## config.mk

```make
export PLATFORM = sky130hd
export DESIGN_NAME = mem_arbiter_flat
export DESIGN_NICKNAME = d
export VERILOG_FILES = /design/src/rtl/mem_arbiter_if.sv /design/src/rtl/mem_arbiter.sv /design/src/flat_wrapper.sv
export SDC_FILE = /design/constraint.sdc
export NUM_CORES = 1
export LEC_CHECK = 0
export BUFFER_PORTS_ARGS = -buffer_cell sky130_fd_sc_hd__buf_2
export CAP_MARGIN = 30
export CORE_AREA = 2 2 105 107
export DETAILED_ROUTE_END_ITERATION = 8
export DIE_AREA = 0 0 107 109
export GPL_ROUTABILITY_DRIVEN = 1
export PLACE_DENSITY = 0.5
export SKIP_LAST_GASP = 1
export SYNTH_ARGS = -nofsm -noshare
export SYNTH_HDL_FRONTEND = slang
export SYNTH_SLANG_ARGS = --single-unit
export TNS_END_PERCENT = 50
```

## constraint.sdc

```tcl
create_clock -name clk -period 1.6 [get_ports clk]
set_input_delay 0.16 -clock clk [delete_from_list [all_inputs] [get_ports clk]]
set_output_delay 0.16 -clock clk [all_outputs]
set_load 0.01 [all_outputs]
```

## src/rtl/mem_arbiter_if.sv

```systemverilog
// mem_arbiter_if: I-cache, D-cache and memory-port signals of the memory arbiter
interface mem_arbiter_if #(parameter int ADDR = 32, parameter int DATA = 32);
  logic            ic_req, ic_gnt, ic_rvalid, ic_flush;
  logic [ADDR-1:0] ic_addr;
  logic [DATA-1:0] ic_rdata;
  logic            dc_req, dc_we, dc_wnext, dc_gnt, dc_rvalid;
  logic [ADDR-1:0] dc_addr;
  logic [DATA-1:0] dc_wdata, dc_rdata;
  logic            mem_req, mem_we, mem_ack, mem_rvalid, mem_wready;
  logic [ADDR-1:0] mem_addr;
  logic [DATA-1:0] mem_wdata, mem_rdata;
  modport master (
    input  ic_req, ic_addr, ic_flush, dc_req, dc_we, dc_addr, dc_wdata,
           mem_ack, mem_rvalid, mem_rdata, mem_wready,
    output ic_gnt, ic_rvalid, ic_rdata, dc_wnext, dc_gnt, dc_rvalid, dc_rdata,
           mem_req, mem_we, mem_addr, mem_wdata
  );
  modport slave (
    output ic_req, ic_addr, ic_flush, dc_req, dc_we, dc_addr, dc_wdata,
           mem_ack, mem_rvalid, mem_rdata, mem_wready,
    input  ic_gnt, ic_rvalid, ic_rdata, dc_wnext, dc_gnt, dc_rvalid, dc_rdata,
           mem_req, mem_we, mem_addr, mem_wdata
  );
endinterface

```

## src/rtl/mem_arbiter.sv

```systemverilog
// mem_arbiter: round-robin burst arbiter sharing one memory port between I-cache and D-cache
module mem_arbiter #(
  parameter int ADDR  = 32,
  parameter int DATA  = 32,
  parameter int BEATS = 4
) (
  input logic           clk,
  input logic           reset,
  mem_arbiter_if.master bus
);
  localparam int CNT = $clog2(BEATS);
  typedef enum logic [2:0] {IDLE, IC_CMD, IC_DATA, DC_CMD, DC_DATA} state_t;
  state_t         state_q, state_d;
  logic [CNT-1:0] cnt_q, cnt_d;
  logic           last_dc_q, last_dc_d, drop_q, drop_d, we_q, we_d;
  logic           beat, last;
  always_comb begin
    state_d   = state_q;
    cnt_d     = cnt_q;
    last_dc_d = last_dc_q;
    drop_d    = drop_q;
    we_d      = we_q;
    beat = (state_q == IC_DATA) ? bus.mem_rvalid :
           (state_q == DC_DATA) ? (we_q ? bus.mem_wready : bus.mem_rvalid) : 1'b0;
    last = beat && (cnt_q == CNT'(BEATS - 1));
    case (state_q)
      IDLE:
        if (bus.ic_req && !bus.ic_flush && (!bus.dc_req || last_dc_q)) begin
          state_d   = IC_CMD;
          last_dc_d = 1'b0;
        end else if (bus.dc_req) begin
          state_d   = DC_CMD;
          last_dc_d = 1'b1;
        end
      IC_CMD:
        if (bus.mem_ack) begin
          state_d = IC_DATA;
          cnt_d   = '0;
          drop_d  = bus.ic_flush;
        end else if (bus.ic_flush) state_d = IDLE;
      IC_DATA: drop_d = drop_q | bus.ic_flush;
      DC_CMD:
        if (bus.mem_ack) begin
          state_d = DC_DATA;
          cnt_d   = '0;
          we_d    = bus.dc_we;
        end
      default: ;
    endcase
    if (beat) cnt_d = cnt_q + 1'b1;
    if (last) begin
      state_d = IDLE;
      cnt_d   = '0;
      drop_d  = 1'b0;
    end
  end
  // last_dc resets high so the I-cache wins the first tie
  always_ff @(posedge clk) begin
    if (reset) begin
      state_q   <= IDLE;
      cnt_q     <= '0;
      last_dc_q <= 1'b1;
      drop_q    <= 1'b0;
      we_q      <= 1'b0;
    end else begin
      state_q   <= state_d;
      cnt_q     <= cnt_d;
      last_dc_q <= last_dc_d;
      drop_q    <= drop_d;
      we_q      <= we_d;
    end
  end
  assign bus.mem_req   = (state_q == IC_CMD) || (state_q == DC_CMD);
  assign bus.mem_we    = (state_q == DC_CMD) && bus.dc_we;
  assign bus.mem_addr  = (state_q == IC_CMD) ? bus.ic_addr : (state_q == DC_CMD) ? bus.dc_addr : '0;
  assign bus.mem_wdata = (state_q == DC_DATA && we_q) ? bus.dc_wdata : '0;
  assign bus.ic_gnt    = (state_q == IC_CMD) && bus.mem_ack;
  assign bus.dc_gnt    = (state_q == DC_CMD) && bus.mem_ack;
  assign bus.ic_rvalid = (state_q == IC_DATA) && bus.mem_rvalid && !drop_q && !bus.ic_flush;
  assign bus.ic_rdata  = (state_q == IC_DATA) ? bus.mem_rdata : '0;
  assign bus.dc_rvalid = (state_q == DC_DATA) && !we_q && bus.mem_rvalid;
  assign bus.dc_rdata  = (state_q == DC_DATA && !we_q) ? bus.mem_rdata : '0;
  assign bus.dc_wnext  = (state_q == DC_DATA) && we_q && bus.mem_wready;
endmodule

```

## src/flat_wrapper.sv

```systemverilog
// flat-port wrapper written by rule: the top's interface ports become plain ports
module mem_arbiter_flat 
#(
  parameter int ADDR  = 32,
  parameter int DATA  = 32,
  parameter int BEATS = 4
)
  (clk, reset, bus_ic_req, bus_ic_addr, bus_ic_flush, bus_dc_req, bus_dc_we, bus_dc_addr, bus_dc_wdata, bus_mem_ack, bus_mem_rvalid, bus_mem_rdata, bus_mem_wready, bus_ic_gnt, bus_ic_rvalid, bus_ic_rdata, bus_dc_wnext, bus_dc_gnt, bus_dc_rvalid, bus_dc_rdata, bus_mem_req, bus_mem_we, bus_mem_addr, bus_mem_wdata);
  mem_arbiter_if #(.ADDR(ADDR), .DATA(DATA)) bus_i ();
  input logic clk;
  input logic reset;
  input wire logic [$bits(bus_i.ic_req)-1:0] bus_ic_req;
  input wire logic [$bits(bus_i.ic_addr)-1:0] bus_ic_addr;
  input wire logic [$bits(bus_i.ic_flush)-1:0] bus_ic_flush;
  input wire logic [$bits(bus_i.dc_req)-1:0] bus_dc_req;
  input wire logic [$bits(bus_i.dc_we)-1:0] bus_dc_we;
  input wire logic [$bits(bus_i.dc_addr)-1:0] bus_dc_addr;
  input wire logic [$bits(bus_i.dc_wdata)-1:0] bus_dc_wdata;
  input wire logic [$bits(bus_i.mem_ack)-1:0] bus_mem_ack;
  input wire logic [$bits(bus_i.mem_rvalid)-1:0] bus_mem_rvalid;
  input wire logic [$bits(bus_i.mem_rdata)-1:0] bus_mem_rdata;
  input wire logic [$bits(bus_i.mem_wready)-1:0] bus_mem_wready;
  output wire logic [$bits(bus_i.ic_gnt)-1:0] bus_ic_gnt;
  output wire logic [$bits(bus_i.ic_rvalid)-1:0] bus_ic_rvalid;
  output wire logic [$bits(bus_i.ic_rdata)-1:0] bus_ic_rdata;
  output wire logic [$bits(bus_i.dc_wnext)-1:0] bus_dc_wnext;
  output wire logic [$bits(bus_i.dc_gnt)-1:0] bus_dc_gnt;
  output wire logic [$bits(bus_i.dc_rvalid)-1:0] bus_dc_rvalid;
  output wire logic [$bits(bus_i.dc_rdata)-1:0] bus_dc_rdata;
  output wire logic [$bits(bus_i.mem_req)-1:0] bus_mem_req;
  output wire logic [$bits(bus_i.mem_we)-1:0] bus_mem_we;
  output wire logic [$bits(bus_i.mem_addr)-1:0] bus_mem_addr;
  output wire logic [$bits(bus_i.mem_wdata)-1:0] bus_mem_wdata;
  assign bus_i.ic_req = bus_ic_req;
  assign bus_i.ic_addr = bus_ic_addr;
  assign bus_i.ic_flush = bus_ic_flush;
  assign bus_i.dc_req = bus_dc_req;
  assign bus_i.dc_we = bus_dc_we;
  assign bus_i.dc_addr = bus_dc_addr;
  assign bus_i.dc_wdata = bus_dc_wdata;
  assign bus_i.mem_ack = bus_mem_ack;
  assign bus_i.mem_rvalid = bus_mem_rvalid;
  assign bus_i.mem_rdata = bus_mem_rdata;
  assign bus_i.mem_wready = bus_mem_wready;
  assign bus_ic_gnt = bus_i.ic_gnt;
  assign bus_ic_rvalid = bus_i.ic_rvalid;
  assign bus_ic_rdata = bus_i.ic_rdata;
  assign bus_dc_wnext = bus_i.dc_wnext;
  assign bus_dc_gnt = bus_i.dc_gnt;
  assign bus_dc_rvalid = bus_i.dc_rvalid;
  assign bus_dc_rdata = bus_i.dc_rdata;
  assign bus_mem_req = bus_i.mem_req;
  assign bus_mem_we = bus_i.mem_we;
  assign bus_mem_addr = bus_i.mem_addr;
  assign bus_mem_wdata = bus_i.mem_wdata;
  mem_arbiter #(.ADDR(ADDR), .DATA(DATA), .BEATS(BEATS)) u_core (.clk(clk), .reset(reset), .bus(bus_i));
endmodule
```

==> flow_metrics.env <==
export IMPL_status="complete, but fails checks"
export IMPL_violations="negative setup slack"
export IMPL_p_leak_nw=2.13
export IMPL_ys_types=28
export IMPL_synth_compound_area_share_pct=6.43
export IMPL_grt_max_degree=37
export IMPL_internal_power_mw=0.932
export IMPL_r2r_slack_ns=0.12
export IMPL_grt_pass1_vias=2211
export IMPL_setup_viol=35
export IMPL_clk_pin_slew_ns=0.04
export IMPL_synth_flop_cell="dfxtp_1"
export IMPL_powerDensity_nw_per_um2=464
export IMPL_synth_mux_area_share_pct=21.4
export IMPL_clkPwrFrac_pct=16.0
export IMPL_start_util_pct=15.0
export IMPL_synth_top_family_by_area="simple AND/OR/NAND/NOR gates"
export IMPL_worstReg2RegStart="u_core.we_q"
export IMPL_ir_worst_vdd_mv=0.194
export IMPL_period_needed_ns=1.63
export IMPL_synth_area_leader_cell="and2_1"
export IMPL_avgViaCountPerCell=4.07
export IMPL_final_util_pct=31.4
export IMPL_fmax_mhz=613
export IMPL_worstSetupStartpoint="u_core.state_q[1]"
export IMPL_r2r_end="u_core.state_q[0]"
export IMPL_antenna_found_initial=0
export IMPL_holdPathEnd="u_core.cnt_q[1]"
export IMPL_drive_gt1_share_pct=60.2
export IMPL_drv_cap=0
export IMPL_yosysWarnings=0
export IMPL_synthTopCellsByArea="and2_1 (25%), mux2i_1 (21%), and3_1 (14%), dfxtp_1 (10%), nor2_1 (8.2%)"
export IMPL_synth_nets=372
export IMPL_num_rows=38
export IMPL_fillCellCount=1151
export IMPL_hold_start="reset"
export IMPL_rsz0062_at_grt="yes"
export IMPL_insertion_delay_ns=0.23
export IMPL_skew_ns=0.00252
export IMPL_coreArea_um2=10600
export IMPL_placed_area_um2=3150
export IMPL_final_hold_violation_count=0
export IMPL_drt_wl_total_um=8360
export IMPL_cts_sinks=8
export IMPL_clock_path_buffers=2
export IMPL_cp_end_kind="output pin"
export IMPL_drt_iter0_markers=119
export IMPL_clock_root_buffer="clkbuf_8"
export IMPL_final_common_cell="buf_2"
export IMPL_crit_chain="nor3b_4 > buf_4 > and3_1 > buf_2"
export IMPL_cts_tree="done"
export IMPL_maxSlewHeadroom_pct=69.5
export IMPL_cp_max_fo=32
export IMPL_hold_slack_ns=0.157
export IMPL_fin_nets=642
export IMPL_finalSetupTns_ns=-0.234
export IMPL_die_area_um2=11700
export IMPL_design_area_um2=3330
export IMPL_syn_area_um2=1600
export IMPL_crit_slowest_cell="dfxtp_4"
export IMPL_drt_pass1_iterations=4
export IMPL_tightest_slew_ns=0.454
export IMPL_area_delta_synth_final_pct=108
export IMPL_numCtsBuffers=3
export IMPL_ctsHtreeMaxLevel=1
export IMPL_antennaDiodeCount=0
export IMPL_grt_first_pass_wirelength_um=11300
export IMPL_gp_congestion=0.722
export IMPL_ys_seq_area_share_pct=10.0
export IMPL_r2r_cells=4
export IMPL_synth_xor_area_share_pct=0.549
export IMPL_max_stage_delay_ns=0.37
export IMPL_worstSetupPathType="reg2out"
export IMPL_startpoint_type="flop"
export IMPL_swShare_pct=39.6
export IMPL_synth_seq_cells=8
export IMPL_post_route_period_util_pct=102
export IMPL_die_width_um=107
export IMPL_vias=2612
export IMPL_synth_simple_area_share_pct=55.1
export IMPL_fp_dieH_um=109
export IMPL_routedWlPerCell_um=13.0
export IMPL_overflow=0
export IMPL_yosys_area_share_adder_pct=0.784
export IMPL_combPwrFrac_pct=67.9
export IMPL_setup_ws_ns=-0.0325
export IMPL_hold_depth=2
export IMPL_synth_cells=234
export IMPL_port_buffers=271
export IMPL_hpwl_um=7110
export IMPL_syn_area_per_cell_um2=6.82
export IMPL_switching_power_mw=0.612
export IMPL_synth_edf_count=0
export IMPL_critical_path_arrival_ns=1.47
export IMPL_pwr_share_seq_pct=16.1
export IMPL_maxSlewViolCount=0
export IMPL_synth_top_area_share_pct=25.5
export IMPL_drtAntennaViolNets=0
export IMPL_boundaryPins=272
export IMPL_final_cell_mix="buf_2 (269), and2_1 (63), nor2_1 (35), and3_1 (34), mux2i_1 (33)"
export IMPL_remaining_drc_errors=0
export IMPL_hp_class="in2reg"
export IMPL_grt_use_total_pct=12.2
export IMPL_synthArstFlopShare_pct=0
export IMPL_worstPathRequired_ns=1.44
-- cell usage after synthesis, types with 3 or more instances --
cell type  count
nand3_1        4
inv_1          3
clkbuf_2       3
a21boi_0       3
buf_2          4
a21oi_1        5
nand2_1        3
clkbuf_1      12
nor2_1        35
mux2i_1       33
dfxtp_1        8
and3_1        36
and2_1        65
o21ai_0        4
-- routing by layer --
layer  up-vias  share of wire, %  global-route usage [%]
li1       1320                 -                       -
met1      1125                37                    13.7
met2       163                54                    24.0
met3         4               8.1                    1.49
met4         0              0.98                    3.62
met5         -                 0                       0
-- registers in the layout, indices dropped and copies added, names as in the netlist --
register / count
u_core.cnt_q: 2
u_core.drop_q: 1
u_core.last_dc_q: 1
u_core.state_q: 3
u_core.we_q: 1
-- through the flow --
| stage | worst slack, ns | total power [mW] | cells |
|---|---|---|---|
| after floorplan | 0.144 | 0.750 | 234 |
| after global placement | 0.122 | 1.20 | 633 |
| after detailed placement | 0.116 | 1.21 | 633 |
| after CTS | -0.0358 | 1.47 | 637 |
| after global routing | -0.102 | 1.67 | 642 |
| final | -0.0325 | 1.54 | 642 |
-- final cells by class --
cell class / count / area (um2) / share of cell area, %
Multi-Input combinational cell: 204 / 1360 / 40.9
Tap cell: 140 / 175 / 5.27
Clock buffer: 3 / 41.3 / 1.24
Inverter: 3 / 11.3 / 0.339
Timing Repair Buffer: 284 / 1570 / 47.3
Sequential cell: 8 / 166 / 5.00
-- worst max-delay path by stage --
stage                                   end  slack [ns]  cells past startpoint
after global placement    u_core.state_q[1]        0.12                      4
after detailed placement   bus_dc_rdata[28]        0.12                      5
after CTS                        bus_dc_gnt       -0.04                      6
final                      bus_mem_wdata[1]       -0.03                      4
after floorplan            bus_dc_rdata[10]        0.14                      4
after global routing      bus_mem_wdata[31]       -0.10                      4
-- worst max-delay path: cells and delay by family, from the launching register on --
kind,cells,cell delay [ns]
buf+inv,2,0.43
flops,1,0.37
simple gates,2,0.44
-- power groups by stage --
stage | Sequential (mW) | Clock [mW] | Combinational [mW]
6_report | 0.248 | 0.248 | 1.05
5_1_grt | 0.252 | 0.264 | 1.15
4_1_cts | 0.247 | 0.257 | 0.966
3_5_place_dp | 0.249 | 0 | 0.960
3_3_place_gp | 0.248 | 0 | 0.952
2_1_floorplan | 0.241 | 0 | 0.509
-- logic make-up (layout without fill, tap and decap cells) --
family	after synthesis	in the layout
AND/OR/NAND/NOR	152	152
multiplexers	34	34
buffers and inverters	22	290
AO/OA/AOI/OAI	16	16
flip-flops	8	8
adder cells (fa/ha/maj)	1	1
XOR/XNOR	1	1
-- repair_timing --
item	4_1_cts	5_1_grt
pin swaps	1	0
setup endpoints to repair	71	125
setup buffers	1	2
hold buffers	0	0
cloned	0	3
hold endpoints to repair	0	0
resized for setup	3	12
Power figures use the tool's default switching activity.
